--- src/rtl/ram_read_stream.sv ---
`default_nettype none
// ============================================================================
// ram_read_stream: sweeps a RAM address range and streams each byte out over
// a valid/ready interface. Revision 1.0
// ============================================================================
module ram_read_stream #(
  parameter int ADDR_W = 8,
  parameter int DATA_W = 8,
  parameter int RD_LAT = 1
) (
  input  logic              clk,
  input  logic              rst,
  input  logic              start,
  input  logic [ADDR_W-1:0] first_addr,
  input  logic [ADDR_W-1:0] last_addr,
  output logic [ADDR_W-1:0] ram_addr,
  input  logic [DATA_W-1:0] ram_q,
  output logic [DATA_W-1:0] tx_data,
  output logic              tx_valid,
  input  logic              tx_ready,
  output logic              busy,
  output logic              done
);

  localparam int CNT_W = $clog2(RD_LAT + 1);
  localparam logic [CNT_W-1:0] C_LAT = CNT_W'(RD_LAT);

  typedef enum logic [1:0] {
    S_IDLE = 2'd0,
    S_WAIT = 2'd1,
    S_HOLD = 2'd2
  } state_t;

  state_t            state_q, state_d;
  logic [ADDR_W-1:0] addr_q, addr_d;
  logic [ADDR_W-1:0] last_q, last_d;
  logic [CNT_W-1:0]  cnt_q, cnt_d;
  logic [DATA_W-1:0] tx_data_q, tx_data_d;
  logic              tx_valid_q, tx_valid_d;
  logic              busy_q, busy_d;
  logic              done_q, done_d;

  always_comb begin
    state_d    = state_q;
    addr_d     = addr_q;
    last_d     = last_q;
    cnt_d      = cnt_q;
    tx_data_d  = tx_data_q;
    tx_valid_d = tx_valid_q;
    busy_d     = busy_q;
    done_d     = 1'b0;
    case (state_q)
      S_IDLE: begin
        if (start) begin
          addr_d  = first_addr;
          last_d  = last_addr;
          cnt_d   = C_LAT;
          busy_d  = 1'b1;
          state_d = S_WAIT;
        end
      end
      S_WAIT: begin
        // One extra edge after the count expires lets q settle for the new address.
        if (cnt_q == '0) begin
          tx_data_d  = ram_q;
          tx_valid_d = 1'b1;
          state_d    = S_HOLD;
        end else begin
          cnt_d = cnt_q - CNT_W'(1);
        end
      end
      S_HOLD: begin
        if (tx_ready) begin
          tx_valid_d = 1'b0;
          if (addr_q == last_q) begin
            busy_d  = 1'b0;
            done_d  = 1'b1;
            state_d = S_IDLE;
          end else begin
            addr_d  = addr_q + ADDR_W'(1);
            cnt_d   = C_LAT;
            state_d = S_WAIT;
          end
        end
      end
      default: state_d = S_IDLE;
    endcase
  end

  always_ff @(posedge clk or posedge rst) begin
    if (rst) begin
      state_q    <= S_IDLE;
      addr_q     <= '0;
      last_q     <= '0;
      cnt_q      <= '0;
      tx_data_q  <= '0;
      tx_valid_q <= 1'b0;
      busy_q     <= 1'b0;
      done_q     <= 1'b0;
    end else begin
      state_q    <= state_d;
      addr_q     <= addr_d;
      last_q     <= last_d;
      cnt_q      <= cnt_d;
      tx_data_q  <= tx_data_d;
      tx_valid_q <= tx_valid_d;
      busy_q     <= busy_d;
      done_q     <= done_d;
    end
  end

  assign ram_addr = addr_q;
  assign tx_data  = tx_data_q;
  assign tx_valid = tx_valid_q;
  assign busy     = busy_q;
  assign done     = done_q;

endmodule
`default_nettype wire

--- config.mk ---
export PLATFORM = sky130hd
export DESIGN_NAME = ram_read_stream
export DESIGN_NICKNAME = d
export VERILOG_FILES = /design/src/rtl/ram_read_stream.sv
export SDC_FILE = /design/constraint.sdc
export NUM_CORES = 1
export LEC_CHECK = 0
export CORE_MARGIN = 3
export CORE_UTILIZATION = 51
export CTS_BUF_LIST = sky130_fd_sc_hd__clkbuf_4
export DETAILED_ROUTE_END_ITERATION = 10
export HOLD_SLACK_MARGIN = 0.1
export PLACE_DENSITY = 0.9
export SETUP_SLACK_MARGIN = 0.1
export SYNTH_ARGS = -nofsm -noshare
export SYNTH_HDL_FRONTEND = slang
export SYNTH_SLANG_ARGS = --single-unit
--- constraint.sdc ---
create_clock -name clk -period 2.6 [get_ports clk]
set_input_delay 0.52 -clock clk [delete_from_list [all_inputs] [get_ports clk]]
set_output_delay 0.52 -clock clk [all_outputs]
set_load 0.05 [all_outputs]
# Yosys cells after proc, flatten, opt, wreduce, memory -nomap -nowiden
# Cells that the tools add are included.
# W data, S select, Z words.
[totals]
reg_bits = 30
latch_bits = 0
ramBits = 0
rom_bits = 0
in_bits = 28
out_inout_bits = 19
word_cells = 53
mem_count = 0
[op_classes]
addsub = 2
multipliers = 0
div = 0
n_lt_le_gt_ge = 0
n_eq_ne = 8
n_shift = 0
n_mux = 23
bitwise = 1
reduce_logical = 11
[op_table]
columns = ["op", "n"]
rows = [
  ["$mux W8", 3],
  ["$pmux W8 S2", 1],
  ["$mux W1", 12],
  ["$reduce_and A4 Y1", 3],
  ["$ne A2 B2 Y1 const B", 5],
  ["$add A8 B1 Y8 const B", 1],
  ["$eq A8 B8 Y1", 1],
  ["$mux W2", 3],
  ["$pmux W2 S3", 1],
  ["$reduce_and A3 Y1", 2],
  ["$pmux W1 S2", 2],
  ["$reduce_and A2 Y1", 2],
  ["$reduce_bool A2 Y1", 2],
  ["$pmux W1 S3", 1],
  ["$reduce_bool A3 Y1", 1],
  ["$eq A2 B1 Y1 const B", 1],
  ["$eq A2 B2 Y1 const B", 1],
  ["$logic_not A2 Y1", 1],
  ["$not A1 Y1", 1],
  ["$sub A1 B1 Y1 const B", 1],
]

# Longest topological paths before layout
# Gate-level depths: netlist of run 1.
[logic_depth]
depth_word = 4
mapped_depth = 7
ltp_nobuf = 6

# Least setup slack after synthesis of run 1
# Ideal clock, no wire load.
[synth_path]
path_type = "reg-to-reg"
start = "register addr_q[4] (netlist: ram_addr[4])"
end = "register addr_q[7] (netlist: ram_addr[7])"
setup_time_ps = 123
t_arrival_ps = 1806
t_required_ps = 2477
setup_slack_ps = 671
stages_incl_launch_ff = 8
path_buffers = 2
period_less_slack_ps = 1929
cell_sequence = "dfrtp_1 > buf_6 > xor2_1 > nor4_4 > a21bo_1 > buf_6 > a22oi_1 > o2bb2a_2"
[synth_via]
elab_chain_cells = 4
word_cells_on_any_way = 7
classes_between = "1 x add/sub; 2 x eq/ne; 3 x mux; 1 x reduce/logical"
[synth_lines]
columns = ["item", "line_no", "source"]
rows = [
  ["start, declared", "35", "logic [ADDR_W-1:0] addr_q, addr_d;"],
  ["start signal, assigned", "102", "addr_q <= addr_d;"],
  ["$add A8 B1 Y8", "80", "addr_d = addr_q + ADDR_W'(1);"],
  ["$mux W8", "75", "if (addr_q == last_q) begin"],
  ["$mux W8", "73", "if (tx_ready) begin"],
  ["$pmux W8 S2", "52", "case (state_q)"],
]
# Parallel ways exist; a longest one is shown, timed or not. The select of a mux whose other input is x is not followed.
# A chain may end at the register's enable or synchronous reset.

# Worst setup path in the final report of run 1
[layout_path]
start = "register addr_q[0] (netlist: ram_addr[0])"
end = "output ram_addr[0]"
[layout_lines]
columns = ["item", "line_no", "source"]
rows = [
  ["end, declared", "16", "output logic [ADDR_W-1:0] ram_addr,"],
]
# No word-level cell between the ends.

==> results.txt, run 1 <==
- Clock-pin slew was measured on the worst setup and hold paths at around 0.09 ns.
- Detailed placer's ending HPWL: between 2000 and 3000 um
- The cell area that synthesis handed to floorplanning was 0.00149 mm2.
- Detailed routing placed a total of about 370 um of wire on met3.
* Weighted congestion at the end of routability-driven global placement: ~0.85
- Unrepaired setup endpoints after global routing: no
* Avg Vias per Cell: a little under 6
* Number of nets in the final layout: between 200 and 250
- The die is around 60 um wide.
- Summed over all nets, wire length on met2 after detailed routing comes to about 1800 um.
* Count of cell types in the netlist: 36
- The number of hold violations in the final report is 0.
* Post-synth net total: 176
- In this run the static leakage power is about 0.9 nW.
* Drt pass-1 iters: 4
- Class of the most critical setup path: reg2out
- Commonest cells in the synthesized netlist: nand2_1, dfrtp_1, mux2_2, xor2_1, a21oi_1
- VDD IR max: 0.00107 V
- In this run the tightest slew margin relative to its limit is 0.542.
* Cell taking the most area after synthesis: dfrtp_1
- Reported max-cap violation count: 0
- The critical path goes through clkdlybuf4s50_1.
* Share of the yosys chip area belonging to registers: 0.503
* Remaining design rule violation count: 0
* Ant diodes: 0
* Setup TNS: 0 ns
- Worst Path Max Fanout: 7
- Top layer reached by signal wires: met4
- Clock Skews: approximately 0.0080 ns
- Number of instances in the synthesized netlist: ~150
* Overall die area: 0.00361 mm2
- The number of gates resized after CTS was 0.
- Yosys mapped a number of flops with a built-in enable equal to 0.
* Clock tree from TritonCTS: done
- Cell types occupying the most area after synthesis: dfrtp_1, nand2_1, mux2_2, xor2_1, a21oi_1
* Top-count cell post-synth: nand2_1
- The count of final max-slew check failures was 0.
* Global-route wire length before repair: 5750 um
* Number of warnings issued by yosys: 0
* Final cell area excluding filler cells: ~0.0020 mm2
- Input and output buffers added on the ports amount to 46.
- Dividing total power by cell area gives a power density of between 1000 and 1500 mW/mm2.
* CP startpoint kind: flop
- Clock latency on the worst-skew pair, taken at its later pin, is between 0.3 and 0.4 ns.
* Most used flip-flop cell after synthesis: dfrtp_1
* Global-route usage over all layers: 0.218
* Core utilization of the finished layout: 0.765
* Routed Antenna Nets: 0
* Share of layout cells above drive strength 1: 0.113
- Data on the critical path is required at its endpoint by around 2.1 ns.
* Root Buffer: clkbuf_4
- Area Overhead vs Synth: 35.2%
- The initial utilization of the core area, before any placement, comes to 0.566.
* Wire length on met1: ~1400 um
- Kind of path behind the tightest hold check: reg2reg
- Mean cell area of the mapped netlist: ~10 um2
* Total length of routed wires: 3580 um
- The clock period could shrink to 2.22 ns.
- Total congestion overflow: 0
* Maximum achievable frequency: 0.451 GHz
- Fill cell instance count of the final layout: between 150 and 200
- The floorplan has 18 rows.
- After detailed routing, the average wire length per cell comes to 15.9 um.
* Largest delay share family, worst path: buffers and inverters
* I/O Pins: 47
- Vias: approximately 1,300
* Antenna violations before repair: 0
* Number of buffers added by the clock tree synthesis step: 5
- From bottom edge to top edge, the die measures 60.1 um.
* Critical Path End Type: output port
* Clock sink total: 30
- The H-tree was split into 2 levels.
- Summing all placed instances gives a cell area of 0.00196 mm2.
- Arrival time at the worst endpoint: between 1.5 and 2 ns
* Part of the cycle the worst path needs: 0.852
* Core Area: ~0.0026 mm2
* Final-report setup violation count: 0
- Post-CTS timing repair inserted 0 buffers for setup.
- The largest individual stage delay along the critical path comes from the cell clkdlybuf4s50_1.
- Run status: complete, no violations
* CP peak stage delay: between 0.8 and 0.9 ns
* DRT iter0 DRCs: 65
- Sum of buffers and inverters on the critical path: 1
- Counting flops with an async set or reset pin after synthesis yields a share of 1.00.
- After clock tree synthesis, the flow added hold-fix buffers numbering 0.
- Entering global routing, the biggest net connects 31 pins.
- Proportion of netlist area held by the largest area contributor: 0.503
- Number of flip-flops and latches in the synthesized netlist: 30
- Number of global-route vias before repair: about 1,300
- Transition time at the pin with the least slew margin: a little under 0.7 ns
- Counting along the longest clock path gives a buffer depth of 2.
==> cells in the final DEF (no fill, tap or decap), types with 2 or more instances in the layout <==
master,synthesis,final
clkdlybuf4s50_1,0,46
nand2_1,33,33
dfrtp_1,30,30
mux2_2,8,8
xor2_1,8,8
clkbuf_4,0,7
a21oi_1,6,6
nor2_1,5,5
nand3_1,5,5
nand2b_1,4,4
inv_1,4,4
o22ai_1,4,4
mux2i_1,3,3
nor3_1,3,3
o21ai_0,2,2
a221oi_1,2,2
a22oi_1,2,2
o221ai_1,2,2
and3_1,2,2
buf_4,0,2
==> stage by stage <==
step	total power [mW]	worst slack (ns)	hold WS [ns]	instances
global route	2.89	0.333	0.523	225
finish	2.72	0.384	0.489	225
global placement	2.39	0.387	0.460	218
detailed placement	2.45	0.271	0.473	218
floorplan	2.00	0.671	0.465	147
CTS	2.74	0.372	0.492	225
==> path summary, 6_finish.rpt <==
| kind | slack [ns] | start | end | cells past startpoint |
|---|---|---|---|---|
| max | 0.38 | ram_addr[0] | ram_addr[0] | 1 |
| min | 0.49 | tx_valid | tx_valid | 1 |
| max reg2reg | 0.69 | state_q[1] | ram_addr[5] | 5 |
| min reg2reg | 0.49 | tx_valid | tx_valid | 1 |
| max in group asynchronous | 1.75 | rst | busy | 3 |
| min in group asynchronous | 0.58 | rst | ram_addr[3] | 3 |
==> cell type report <==
| class | instances | area [um2] | share of cell area |
|---|---|---|---|
| Multi-Input combinational cell | 106 | 684 | 0.340 |
| Timing Repair Buffer | 48 | 475 | 0.236 |
| Tap cell | 30 | 37.5 | 0.0186 |
| Clock buffer | 7 | 52.6 | 0.0261 |
| Inverter | 4 | 15.0 | 0.00745 |
| Sequential cell | 30 | 751 | 0.372 |
==> power by group <==
group	internal (mW)	switching, mW	total, mW	leakage [nW]
registers	0.683	0.236	0.920	0.358
logic	0.596	0.937	1.53	0.506
clock network	0.123	0.147	0.269	0.0322
total	1.40	1.32	2.72	0.896
==> per-layer routing <==
layer | track usage | vias up
li1 | - | 618
met1 | 0.253 | 620
met2 | 0.356 | 78
met3 | 0.0842 | 15
met4 | 0.0918 | 0
met5 | 0 | -
==> sequential cells by signal (all words and copies together), names as in the netlist <==
signal	count
tx_valid	1
cnt_q	1
state_q	2
ram_addr	8
busy	1
done	1
tx_data	8
last_q	8
==> logic make-up (layout without fill, tap and decap cells) <==
kind of cell             after synthesis  after routing  synth area share
AND/OR/NAND/NOR                       59             59             0.193
flip-flops                            30             30             0.503
AO/OA/AOI/OAI                         27             27             0.130
multiplexers                          11             11            0.0805
buffers and inverters                 11             59            0.0377
XOR/XNOR                               8              8            0.0470
adder cells (fa/ha/maj)                1              1           0.00839
Note: power is estimated with default switching activity, not from simulation.
==> run 2, diff against run 1 <==
--- a/config.mk
+++ b/config.mk
@@ -5,6 +5,7 @@
 export SDC_FILE = /design/constraint.sdc
 export NUM_CORES = 1
 export LEC_CHECK = 0
+export ABC_CLOCK_PERIOD_IN_PS = 2600
 export CORE_MARGIN = 3
 export CORE_UTILIZATION = 51
 export CTS_BUF_LIST = sky130_fd_sc_hd__clkbuf_4
==> results of run 2 <==
No change in the layout: final DEF, timing and power equal those of run 1.
==> RTL change, RTL diff (flow settings as in run 1) <==
Set the parameter `DATA_W` to 10 (it was 8).
--- a/src/rtl/ram_read_stream.sv
+++ b/src/rtl/ram_read_stream.sv
@@ -5,7 +5,7 @@
 // ============================================================================
 module ram_read_stream #(
   parameter int ADDR_W = 8,
-  parameter int DATA_W = 8,
+  parameter int DATA_W = 10,
   parameter int RD_LAT = 1
 ) (
   input  logic              clk,
Ports: changed (resized ram_q and tx_data); port bits go from 47 to 51. No check against the original RTL was run, so the function may have changed too.
==> RTL change against run 1 <==
  * Global-route usage increased by 0.87 points
  * Sequential power up 4.6%
  * Setup slack lost 64 ps
  * Largest power group unchanged
  * Via count shrank 0.98%
  * Cell count increased by 5.3%
  * Sequential cell count increased by 2
  * Combinational power up 7%
  * Sequential share of layout area is 0.71 points lower
  * Hold slack better by 20 ps
  * Cell area increased by 8.8%
  * Wire length is 2.2% higher
  * Largest cell class unchanged
  * Synthesized area up 7.1%
  * Total power increased by 5.0%
  * First-iteration DRC count decreased by 37%
==> RTL change: results (changes against run 1) <==
async_reset_ff_share_pct: 100.0  # unchanged
multi_input_area_share_pct: 33.28  # -0.68 points
worst_pin_slew_ps: 816.1  # +130.3 ps
dr_wl_met3_um: 376  # +1.1%
final_util_pct: 76.21  # -0.29 points
wl_met1_mm: 1.428  # +4.1%
grt_pass1_vias: 1383  # +4.3%
synthTopCellsByArea: "dfrtp_1 50%, mux2_2 13%, xor2_1 4.4%"
critical_path.max_stage_delay_ps: 870  # about the same
drt-initial-drc-count: 41  # -37%
cp.arrival_ps: 1760  # +60 ps
synth.distinct_cells: 35  # -2.8%
postPlaceCellArea_mm2: 0.002147  # +9.4%
clkbuf_count: 5  # -2
tap_cells: 42  # +40%
gp_congestion: 0.8290  # -1.9%
grt_max_degree: 33  # +6.5%
vias_per_cell: 5.561  # -6.0%
num-nonclk-buffers: 56  # +17%
routed_wl_mm: 3.657  # +2.2%
cp_max_fo: 11  # +4
cts_resized: 0  # unchanged
cts-htree-levels: 2  # unchanged
wl_met2_mm: 1.753  # -0.68%
port_buffers: 50  # +8.7%
status: "completed"
nets: 226  # +0.89%
synth-seq-area-share_pct: 50.12  # -0.22 points
inv_count: 5  # +1
netlist_instances: 141  # -4.1%
area_share_nonclk_buffers_pct: 24.89  # +1.3 points
crit_family: "buffers and inverters"
wire_per_inst_um: 15.43  # -3.0%
grt_pass1_wl_mm: 6.265  # +8.9%
drt-pass1-iter-count: 4  # unchanged
nFillCells: 209  # +10%
dp_slack_ps: 329.4  # +58.31 ps
gr-usage-all-layers_pct: 22.65  # +0.87 points
final_layout_size_suffix_gt1_share_pct: 16.92  # +5.6 points
synth_nets: 172  # -2.3%
clkCellAreaFrac_pct: 2.055  # -0.55 points
peakVddDrop_uv: 832.6  # -22%
post_synth_most_frequent_cells: "32 x dfrtp_1, 18 x mux2_2, 9 x o21ai_0"
hpwl_mm: 2.729  # +1.9%
netSwitchingFraction_pct: 47.11  # -1.4 points
cts.sinks: 32  # +6.7%
seq_share_pct: 36.53  # -0.71 points
skew_ps: 9.797  # +1.803 ps
multi_input_cells: 95  # -10%
p_leak_nw: 0.9030  # +0.76%
## RTL change: changes by cell type after synthesis, moves of 3 or more
cell | before | now
o22ai_1 | 4 | 1
o211ai_1 | 0 | 3
nand2_1 | 33 | 7
o21ai_0 | 2 | 9
mux2_2 | 8 | 18
clkbuf_1 | 5 | 1
buf_2 | 0 | 4
## RTL change: worst register-to-register path, cell delays in order (launching register included)
cell	delay, ps
dfrtp_1	510
xor2_1	210
nor4_1	380
nand2_1	130
a31o_1	290
mux2_4	310
## RTL change: path summary, 6_finish.rpt
path / slack, ps / depth (start not counted) / to / start
setup / recovery: 320 / 1 / ram_addr[2] / ram_addr[2]
hold / removal: 510 / 1 / tx_data[3] / tx_data[3]
setup reg to reg: 670 / 5 / ram_addr[1] / ram_addr[2]
hold reg to reg: 510 / 1 / tx_data[3] / tx_data[3]
max in group asynchronous: 1730 / 3 / done / rst
min in group asynchronous: 560 / 3 / tx_data[0] / rst
## RTL change: layer usage
layer  up-vias  GRT usage, %
met1       624         26.64
met2        67         35.36
met3        12         9.091
met5         -             0
li1        615             -
met4         0         12.12
## RTL change: cells by family (layout without fill, tap and decap cells)
| family | count (synthesis) | in the layout | synth area share [%] |
|---|---|---|---|
| buf+inv | 14 | 68 | 4.542 |
| compound gates | 31 | 31 | 13.70 |
| simple gates | 32 | 32 | 10.34 |
| xor+xnor | 8 | 8 | 4.385 |
| mux | 23 | 23 | 16.13 |
| flops | 32 | 32 | 50.12 |
| fa+ha+maj | 1 | 1 | 0.7830 |
## RTL change: power groups by stage
stage | combinational (mW) | clock, mW | sequential [mW]
finish | 1.64 | 0.255 | 0.962
global route | 1.76 | 0.287 | 1.00
CTS | 1.66 | 0.266 | 0.965
detailed placement | 1.65 | 0 | 0.972
global placement | 1.60 | 0 | 0.950
floorplan | 0.689 | 0 | 1.42
